### config.mk
export PLATFORM = sky130hd
export DESIGN_NAME = output_buffer_flat
export DESIGN_NICKNAME = d
export VERILOG_FILES = /design/src/rtl/output_buffer_pkg.sv /design/src/rtl/output_buffer_if.sv /design/src/rtl/output_buffer_addr_gen.sv /design/src/rtl/output_buffer.sv /design/src/flat_wrapper.sv
export SDC_FILE = /design/constraint.sdc
export NUM_CORES = 2
export LEC_CHECK = 0
export ABC_AREA = 1
export CAP_MARGIN = 15
export CORE_AREA = 2 2 630 632
export DETAILED_ROUTE_END_ITERATION = 12
export DIE_AREA = 0 0 632 634
export SLEW_MARGIN = 20
export SYNTH_ARGS = -nofsm -noshare
export SYNTH_HDL_FRONTEND = slang
export SYNTH_HIERARCHICAL = 1
export SYNTH_SLANG_ARGS = --single-unit
### constraint.sdc
create_clock -name clk -period 199.1 [get_ports clk]
set_input_delay 39.82 -clock clk [delete_from_list [all_inputs] [get_ports clk]]
set_output_delay 39.82 -clock clk [all_outputs]
set_load 0.02 [all_outputs]
### src/rtl/output_buffer_pkg.sv
// Shared accelerator definitions: the output drain FSM states and the AXI burst encoding.
package output_buffer_pkg;

  typedef enum logic [1:0] {
    IDLE,
    ADDR,
    DATA,
    RESP
  } drain_state_e;

  localparam logic [3:0] BURST_INCR = 4'b0001;

  // Counter width that stays at least one bit for degenerate sizes.
  function automatic int unsigned cw(input int unsigned n);
    return (n <= 1) ? 1 : $clog2(n);
  endfunction

endpackage

### src/rtl/output_buffer_if.sv
// AXI-style write channel bundle (address, data, response) between the output buffer and DRAM.
interface output_buffer_if #(
  parameter int unsigned DW = 32,
  parameter int unsigned AW = 32
);

  logic [AW-1:0] awaddr;
  logic [7:0]    awlen;
  logic [3:0]    awburst;
  logic          awvalid;
  logic          awready;
  logic [DW-1:0] wdata;
  logic          wlast;
  logic          wvalid;
  logic          wready;
  logic          bvalid;
  logic          bready;

  modport master (
    output awaddr, awlen, awburst, awvalid,
    input  awready,
    output wdata, wlast, wvalid,
    input  wready,
    input  bvalid,
    output bready
  );

  modport slave (
    input  awaddr, awlen, awburst, awvalid,
    output awready,
    input  wdata, wlast, wvalid,
    output wready,
    output bvalid,
    input  bready
  );

endinterface

### src/rtl/output_buffer_addr_gen.sv
// Output map base register, raster tile counters and per-row DRAM burst address.
module out_addr_gen
  import output_buffer_pkg::*;
#(
  parameter int unsigned DW  = 32,
  parameter int unsigned AW  = 32,
  parameter int unsigned POX = 15,
  parameter int unsigned POY = 3,
  parameter int unsigned OW  = 112,
  parameter int unsigned OH  = 112
) (
  input  logic                 clk,
  input  logic                 rst,
  input  logic [AW-1:0]        i_base,
  input  logic                 i_load,
  input  logic                 i_tile_adv,
  input  logic [cw(POY)-1:0]   i_row,
  output logic [AW-1:0]        o_awaddr,
  output logic                 o_last_tile
);

  localparam int unsigned TX_N = OW / POX;
  localparam int unsigned TY_N = OH / POY;
  localparam int unsigned TXW  = cw(TX_N);
  localparam int unsigned TYW  = cw(TY_N);
  localparam logic [TXW-1:0] TX_MAX = TXW'(TX_N - 1);
  localparam logic [TYW-1:0] TY_MAX = TYW'(TY_N - 1);

  logic [AW-1:0]  r_base;
  logic [TXW-1:0] r_tx;
  logic [TYW-1:0] r_ty;
  logic [AW-1:0]  w_line;
  logic [AW-1:0]  w_pix;

  always_ff @(posedge clk or posedge rst) begin
    if (rst) begin
      r_base <= '0;
      r_tx   <= '0;
      r_ty   <= '0;
    end else if (i_load) begin
      r_base <= i_base;
      r_tx   <= '0;
      r_ty   <= '0;
    end else if (i_tile_adv) begin
      if (r_tx == TX_MAX) begin
        r_tx <= '0;
        r_ty <= (r_ty == TY_MAX) ? '0 : r_ty + 1'b1;
      end else begin
        r_tx <= r_tx + 1'b1;
      end
    end
  end

  // Full AW-bit arithmetic so large maps wrap only at the final truncation.
  always_comb begin
    w_line   = AW'(r_ty) * AW'(POY) + AW'(i_row);
    w_pix    = w_line * AW'(OW) + AW'(r_tx) * AW'(POX);
    o_awaddr = r_base + w_pix * AW'(DW / 8);
  end

  assign o_last_tile = (r_tx == TX_MAX) && (r_ty == TY_MAX);

endmodule

### src/rtl/output_buffer.sv
// Ping-pong tile buffer for PE results, drained row by row as INCR bursts to DRAM.
module output_buffer
  import output_buffer_pkg::*;
#(
  parameter int unsigned DW  = 32,
  parameter int unsigned AW  = 32,
  parameter int unsigned POX = 15,
  parameter int unsigned POY = 3,
  parameter int unsigned OW  = 112,
  parameter int unsigned OH  = 112
) (
  input  logic                clk,
  input  logic                rst,
  input  logic [DW-1:0]       result       [POY][POX],
  input  logic                result_valid [POY][POX],
  input  logic [AW-1:0]       init_addr,
  input  logic                init_addr_en,
  output_buffer_if.master     m_axi,
  output logic                mapend,
  output logic                overflow,
  output logic                busy
);

  localparam int unsigned ROWW = cw(POY);
  localparam int unsigned COLW = cw(POX);
  localparam logic [ROWW-1:0] ROW_MAX = ROWW'(POY - 1);
  localparam logic [COLW-1:0] COL_MAX = COLW'(POX - 1);

  logic [DW-1:0]   r_bank [2][POY][POX];
  logic [1:0]      r_full;
  logic            r_wr_ptr;
  logic            r_rd_ptr;
  logic            r_overflow;
  drain_state_e    r_state;
  logic [ROWW-1:0] r_row;
  logic [COLW-1:0] r_col;
  logic            r_awvalid;
  logic            r_wvalid;
  logic            r_wlast;
  logic            r_bready;
  logic            r_mapend;

  logic            w_capture;
  logic            w_drop;
  logic            w_release;
  logic            w_load;
  logic            w_busy;
  logic            w_last_tile;
  logic [AW-1:0]   w_awaddr;
  logic            w_unused_valid;

  assign w_capture = result_valid[0][0] && !r_full[r_wr_ptr];
  assign w_drop    = result_valid[0][0] &&  r_full[r_wr_ptr];
  assign w_release = (r_state == RESP) && r_bready && m_axi.bvalid && (r_row == ROW_MAX);
  assign w_busy    = (|r_full) || (r_state != IDLE);
  assign w_load    = init_addr_en && !w_busy;

  // Only the [0][0] strobe qualifies a tile; the rest are accepted but ignored.
  always_comb begin
    w_unused_valid = 1'b0;
    for (int unsigned y = 0; y < POY; y++)
      for (int unsigned x = 0; x < POX; x++)
        w_unused_valid = w_unused_valid ^ result_valid[y][x];
  end

  always_ff @(posedge clk) begin
    if (w_capture)
      for (int unsigned y = 0; y < POY; y++)
        for (int unsigned x = 0; x < POX; x++)
          r_bank[r_wr_ptr][y][x] <= result[y][x];
  end

  // Capture and release always target different banks, so both may fire together.
  always_ff @(posedge clk or posedge rst) begin
    if (rst) begin
      r_full     <= '0;
      r_wr_ptr   <= 1'b0;
      r_overflow <= 1'b0;
    end else begin
      if (w_capture) begin
        r_full[r_wr_ptr] <= 1'b1;
        r_wr_ptr         <= ~r_wr_ptr;
      end
      if (w_release)
        r_full[r_rd_ptr] <= 1'b0;
      if (w_drop)
        r_overflow <= 1'b1;
    end
  end

  always_ff @(posedge clk or posedge rst) begin
    if (rst) begin
      r_state   <= IDLE;
      r_row     <= '0;
      r_col     <= '0;
      r_awvalid <= 1'b0;
      r_wvalid  <= 1'b0;
      r_wlast   <= 1'b0;
      r_bready  <= 1'b0;
      r_rd_ptr  <= 1'b0;
      r_mapend  <= 1'b0;
    end else begin
      r_mapend <= w_release && w_last_tile;
      if (w_load)
        r_row <= '0;
      unique case (r_state)
        IDLE: begin
          if (r_full[r_rd_ptr]) begin
            r_awvalid <= 1'b1;
            r_state   <= ADDR;
          end
        end
        ADDR: begin
          if (m_axi.awready) begin
            r_awvalid <= 1'b0;
            r_wvalid  <= 1'b1;
            r_col     <= '0;
            r_wlast   <= (POX == 1);
            r_state   <= DATA;
          end
        end
        DATA: begin
          if (m_axi.wready) begin
            if (r_col == COL_MAX) begin
              r_wvalid <= 1'b0;
              r_wlast  <= 1'b0;
              r_bready <= 1'b1;
              r_state  <= RESP;
            end else begin
              r_col   <= r_col + 1'b1;
              r_wlast <= ((r_col + 1'b1) == COL_MAX);
            end
          end
        end
        RESP: begin
          if (m_axi.bvalid) begin
            r_bready <= 1'b0;
            if (r_row == ROW_MAX) begin
              r_row    <= '0;
              r_rd_ptr <= ~r_rd_ptr;
              r_state  <= IDLE;
            end else begin
              r_row     <= r_row + 1'b1;
              r_awvalid <= 1'b1;
              r_state   <= ADDR;
            end
          end
        end
        default: r_state <= IDLE;
      endcase
    end
  end

  out_addr_gen #(
    .DW  (DW),
    .AW  (AW),
    .POX (POX),
    .POY (POY),
    .OW  (OW),
    .OH  (OH)
  ) u_addr_gen (
    .clk         (clk),
    .rst         (rst),
    .i_base      (init_addr),
    .i_load      (w_load),
    .i_tile_adv  (w_release),
    .i_row       (r_row),
    .o_awaddr    (w_awaddr),
    .o_last_tile (w_last_tile)
  );

  // Address/data buses are qualified by their valids so every output is 0 during reset.
  assign m_axi.awvalid = r_awvalid;
  assign m_axi.awaddr  = r_awvalid ? w_awaddr : '0;
  assign m_axi.awlen   = r_awvalid ? 8'(POX - 1) : '0;
  assign m_axi.awburst = r_awvalid ? BURST_INCR : '0;
  assign m_axi.wvalid  = r_wvalid;
  assign m_axi.wdata   = r_wvalid ? r_bank[r_rd_ptr][r_row][r_col] : '0;
  assign m_axi.wlast   = r_wlast;
  assign m_axi.bready  = r_bready;
  assign mapend        = r_mapend;
  assign overflow      = r_overflow;
  assign busy          = w_busy;

endmodule
### src/flat_wrapper.sv
// flat-port wrapper written by rule: the top's interface ports become plain ports
module output_buffer_flat import output_buffer_pkg::*;
#(
  parameter int unsigned DW  = 32,
  parameter int unsigned AW  = 32,
  parameter int unsigned POX = 15,
  parameter int unsigned POY = 3,
  parameter int unsigned OW  = 112,
  parameter int unsigned OH  = 112
)
  (clk, rst, result, result_valid, init_addr, init_addr_en, mapend, overflow, busy, m_axi_awaddr, m_axi_awlen, m_axi_awburst, m_axi_awvalid, m_axi_awready, m_axi_wdata, m_axi_wlast, m_axi_wvalid, m_axi_wready, m_axi_bvalid, m_axi_bready);
  output_buffer_if #(.DW(DW), .AW(AW)) m_axi_i ();
  input  logic clk;
  input  logic rst;
  input  logic [DW-1:0] result[POY][POX];
  input  logic result_valid[POY][POX];
  input  logic [AW-1:0] init_addr;
  input  logic init_addr_en;
  output logic mapend;
  output logic overflow;
  output logic busy;
  output wire logic [$bits(m_axi_i.awaddr)-1:0] m_axi_awaddr;
  output wire logic [$bits(m_axi_i.awlen)-1:0] m_axi_awlen;
  output wire logic [$bits(m_axi_i.awburst)-1:0] m_axi_awburst;
  output wire logic [$bits(m_axi_i.awvalid)-1:0] m_axi_awvalid;
  input wire logic [$bits(m_axi_i.awready)-1:0] m_axi_awready;
  output wire logic [$bits(m_axi_i.wdata)-1:0] m_axi_wdata;
  output wire logic [$bits(m_axi_i.wlast)-1:0] m_axi_wlast;
  output wire logic [$bits(m_axi_i.wvalid)-1:0] m_axi_wvalid;
  input wire logic [$bits(m_axi_i.wready)-1:0] m_axi_wready;
  input wire logic [$bits(m_axi_i.bvalid)-1:0] m_axi_bvalid;
  output wire logic [$bits(m_axi_i.bready)-1:0] m_axi_bready;
  assign m_axi_awaddr = m_axi_i.awaddr;
  assign m_axi_awlen = m_axi_i.awlen;
  assign m_axi_awburst = m_axi_i.awburst;
  assign m_axi_awvalid = m_axi_i.awvalid;
  assign m_axi_i.awready = m_axi_awready;
  assign m_axi_wdata = m_axi_i.wdata;
  assign m_axi_wlast = m_axi_i.wlast;
  assign m_axi_wvalid = m_axi_i.wvalid;
  assign m_axi_i.wready = m_axi_wready;
  assign m_axi_i.bvalid = m_axi_bvalid;
  assign m_axi_bready = m_axi_i.bready;
  output_buffer #(.DW(DW), .AW(AW), .POX(POX), .POY(POY), .OW(OW), .OH(OH)) u_core (.clk(clk), .rst(rst), .result(result), .result_valid(result_valid), .init_addr(init_addr), .init_addr_en(init_addr_en), .m_axi(m_axi_i), .mapend(mapend), .overflow(overflow), .busy(busy));
endmodule
==> results.txt <==
The worst path in the final design needs a cycle of 48.64 ns, including I/O delays and setup. The routed via count came out at 92920. The path type of the worst setup path is reg2out. The static leakage is 68.55 nW. The startpoint type of the worst setup path is a flip-flop. The slew of the pin with the lowest slew margin came out at 1.223 ns.

The total of endpoints with negative setup slack in the final report is 0. The routed via count divided by cell count came out at 4.662. The die area is 400700 µm². The clock sink count is 2939. The first-pass GRT wire length is 675.9 mm. The number of warnings reported in the yosys synthesis log came out at 6.

The maximum root-to-sink buffer count came out at 4. The row count came out at 231. The count of mapped cells out of synthesis came out at 12760. The layout cell share with drive strength beyond 1 came out at 0.06924.

After floorplanning, the core was sized to cover 394200 µm². The number of max-slew violations in the final report is 0. The H-tree depth is 5. Yosys mapped a number of flops with a built-in enable equal to 2880. The number of DRC violations after detailed-routing iteration 0 is 8386. The setup slack of the critical path after layout came out at 150.46 ns.

The number of hold buffers added after CTS was 0. The number of different library cells used by synthesis comes to 48. The die width is 632 µm.

The count of input and output buffers came out at 1553. For the worst-skew pair, the clock arrives at the later sink with an insertion delay of 0.95 ns. In this run the worst setup path begins at u_core/r_row[1]. The routed wire length is 508.0 mm.

The setup clock skew after layout came out at 0.03554 ns. The number of clock buffers added by TritonCTS is 340. The worst slew margin relative to its limit came out at 0.1815.

Derived from the worst setup path, the maximum achievable clock frequency is 20.56 MHz. Before antenna repair, the detailed router went through 6 iterations. Setup repair after global routing left no endpoint under its margin. The total power per unit cell area came out at 14.59 nW/µm². The clock-pin transition on the worst setup and hold timing paths is 0.06 ns.

At the worst endpoint, the arrival time is 8.82 ns. The total global-route track usage is 0.2447. The initial core utilization came out at 0.3307. Counting instances, the worst hold path has a depth of 2.

The post-cts resize count came out at 0. The via count of the first global-routing pass came to 85410. The share of flip-flops with an asynchronous set or reset after synthesis is 0.02007. The total negative setup slack came out at 0 ns.

For hold timing, the worst endpoint is u_core/u_addr_gen/r_base[1]. The flow ran to the end, and the final reports show no timing, DRC or antenna violations. At the end of routability-driven placement, the weighted congestion stood at 0.8888. The final routed DRC violation total is 0. The area added between synthesis and finish is 24.71%.

For this run the aggregate overflow at the end of global routing stands at 0. The tightest min-delay check is of the reg2reg type. The remaining antenna violation count after routing came out at 0. The share of the Yosys chip area taken by registers is 0.6748.

The vertical die dimension is 634 µm. The initial antenna violation count is 400. The worst-path maximum fanout came out at 67. Timing analysis after detailed placement gives a worst setup slack of 151.14 ns. The startpoint identified for the worst register-to-register timing path is u_core/r_full[1].

Once detailed placement completed, the half-perimeter wirelength came to 374.3 mm. The count of maximum capacitance violations came out at 0. The internal reg-to-reg setup slack came out at 191.04 ns.

The clock tree from TritonCTS is yes. The flip-flop and latch count after synthesis came out at 2939. The maximum number of pins on one net before global-route repair came out at 156. The data required time of the critical path is 159.28 ns. After synthesis the cells add up to 130400 µm².

The worst reg2reg path depth is 11. The worst hold path begins at u_core/u_addr_gen/r_base[1]. The worst-case vdd ir drop is 0.00001735 V.

The routed wirelength normalized by instance count is 25.49 µm. The number of hold violations in the final report came out at 0. For this run, the leading register cell type out of synthesis is sky130_fd_sc_hd__edfxtp_1. The period utilization came out at 0.2443. During I/O placement, the number of pins put on the boundary was 1606. Buffers added to address setup during post-CTS repair amount to 0. In this run the critical register-to-register path is captured at u_core/r_bank[1][462]. The per-instance average area after synthesis is 10.21 µm². The type of destination of the critical path is an output port. The tree is rooted in a sky130_fd_sc_hd__clkbuf_16. The final-stage net count came out at 15800.
final cells by class:
| cell class | instances | area, µm² |
|---|---|---|
| diodes | 202 | 505.5 |
| clock buffers | 425 | 8982 |
| clock inverters | 195 | 1953 |
| fillers | 37510 | 231700 |
| inverters | 2722 | 10240 |
| multi-input cells | 6512 | 29550 |
| flip-flops and latches | 2939 | 87970 |
| well taps | 5242 | 6559 |
| repair buffers | 1693 | 16810 |
logic make-up after synthesis:
group,after synthesis,synth area share
AND/OR/NAND/NOR,5976,0.1960
buffers and inverters,3320,0.09910
flip-flops,2939,0.6748
AO/OA/AOI/OAI,421,0.02015
adder cells (fa/ha/maj),73,0.007640
XOR/XNOR,34,0.002284
other,1,0.00002877
flip-flops by register name (all words and copies together), names as in the netlist:
name,flops
u_core/r_wr_ptr,1
u_core/u_addr_gen/r_ty,6
u_core/r_row,2
u_core/r_rd_ptr,1
u_core/u_addr_gen/r_tx,3
u_core/r_bank,2880
u_core/m_axi.awvalid,1
u_core/r_state,2
u_core/m_axi.bready,1
u_core/r_full,2
u_core/mapend,1
u_core/u_addr_gen/r_base,32
u_core/r_col,4
u_core/m_axi.wvalid,1
u_core/overflow,1
u_core/m_axi.wlast,1
report_power, final:
group	switching, W	internal (W)	leakage, nW	total [W]
clock network	0.000260	0.000356	5.30	0.000615
registers	0.0000182	0.000750	26.7	0.000768
logic	0.000701	0.000288	36.5	0.000989
worst max-delay path: stages (launching register included):
cell and delay (ns):
sky130_fd_sc_hd__dfrtp_1 0.55, sky130_fd_sc_hd__inv_1 0.13, sky130_fd_sc_hd__nor2_4 0.61, sky130_fd_sc_hd__buf_4 0.62
sky130_fd_sc_hd__buf_4 0.73, sky130_fd_sc_hd__buf_4 0.81, sky130_fd_sc_hd__buf_4 0.64, sky130_fd_sc_hd__buf_4 0.49
sky130_fd_sc_hd__buf_4 0.73, sky130_fd_sc_hd__nand3_1 0.15, sky130_fd_sc_hd__nand2_1 0.10, sky130_fd_sc_hd__inv_1 0.04
sky130_fd_sc_hd__nand2_1 0.33, sky130_fd_sc_hd__nand3_1 0.12, sky130_fd_sc_hd__nand2_1 0.09, sky130_fd_sc_hd__nand3_1 0.24
sky130_fd_sc_hd__a21oi_1 0.22, sky130_fd_sc_hd__clkdlybuf4s50_1 0.93
layer usage:
layer / wire, µm / up-vias / track usage
met5: 1279 / - / 0
met4: 28680 / 190 / 0.1429
met3: 40810 / 1106 / 0.06240
met2: 244100 / 3448 / 0.4018
met1: 193100 / 44300 / 0.2904
li1: - / 43870 / -
metrics by stage:
step                      area [µm²]  instances    util  hold slack [ns]  power [W]
after CTS                     162100      19730  0.4111           0.4808   0.002400
after detailed placement      151100      19110  0.3833           0.4672   0.001782
after floorplan               130400      12770       -           0.4431   0.001517
after global placement        151100      19110  0.3833           0.4587   0.001775
final                         162600      19930  0.4124           0.4803   0.002372
after global routing          162400      19860  0.4119           0.5046   0.002499
worst max-delay path by stage:
stage / cells past startpoint / slack, ns / to
global placement: 11 / 151.12 / u_core/r_bank[1][1180]
global route: 17 / 150.12 / m_axi_wdata[29]
detailed placement: 11 / 151.14 / u_core/r_bank[1][1180]
CTS: 17 / 150.32 / m_axi_wdata[29]
finish: 17 / 150.46 / m_axi_wdata[16]
floorplan: 2 / 96.69 / u_core/r_bank[1][0]
Yosys cell counts, types with 4 or more instances:
master,count,area share
sky130_fd_sc_hd__o22ai_1,6,0.00029
sky130_fd_sc_hd__a31oi_1,6,0.00029
sky130_fd_sc_hd__nand2_2,7,0.00034
sky130_fd_sc_hd__o21ai_0,71,0.0027
sky130_fd_sc_hd__dfrtp_1,59,0.011
sky130_fd_sc_hd__nand4_1,18,0.00086
sky130_fd_sc_hd__ha_1,62,0.0060
sky130_fd_sc_hd__fa_1,11,0.0017
sky130_fd_sc_hd__inv_2,7,0.00020
sky130_fd_sc_hd__or2_2,355,0.017
sky130_fd_sc_hd__o21ai_1,40,0.0015
sky130_fd_sc_hd__buf_2,251,0.0096
sky130_fd_sc_hd__nor2_2,4,0.00019
sky130_fd_sc_hd__nor3_1,6,0.00023
sky130_fd_sc_hd__nand2_1,3708,0.11
sky130_fd_sc_hd__edfxtp_1,2880,0.66
sky130_fd_sc_hd__nand3_1,1646,0.063
sky130_fd_sc_hd__clkbuf_1,262,0.0075
sky130_fd_sc_hd__inv_1,2714,0.078
sky130_fd_sc_hd__o211ai_1,179,0.010
sky130_fd_sc_hd__buf_4,36,0.0021
sky130_fd_sc_hd__xnor2_1,7,0.00047
sky130_fd_sc_hd__a21oi_1,101,0.0039
sky130_fd_sc_hd__xor2_1,27,0.0018
sky130_fd_sc_hd__nor2_1,217,0.0062
sky130_fd_sc_hd__buf_1,48,0.0014
cell usage in the layout (no fill, tap or decap), types with 27 or more instances in the layout:
cell	instances
sky130_fd_sc_hd__o21ai_1	40
sky130_fd_sc_hd__a21oi_1	101
sky130_fd_sc_hd__nand2_1	3708
sky130_fd_sc_hd__or2_2	355
sky130_fd_sc_hd__clkbuf_16	344
sky130_fd_sc_hd__buf_4	123
sky130_fd_sc_hd__dfrtp_1	55
sky130_fd_sc_hd__nand3_1	1646
sky130_fd_sc_hd__ha_1	62
sky130_fd_sc_hd__diode_2	202
sky130_fd_sc_hd__clkinv_1	84
sky130_fd_sc_hd__clkinv_2	43
sky130_fd_sc_hd__inv_1	2711
sky130_fd_sc_hd__o211ai_1	179
sky130_fd_sc_hd__clkdlybuf4s50_1	1553
sky130_fd_sc_hd__o21ai_0	71
sky130_fd_sc_hd__xor2_1	27
sky130_fd_sc_hd__clkbuf_1	74
sky130_fd_sc_hd__nor2_1	211
sky130_fd_sc_hd__edfxtp_1	2880
Power figures use the tool's default switching activity.
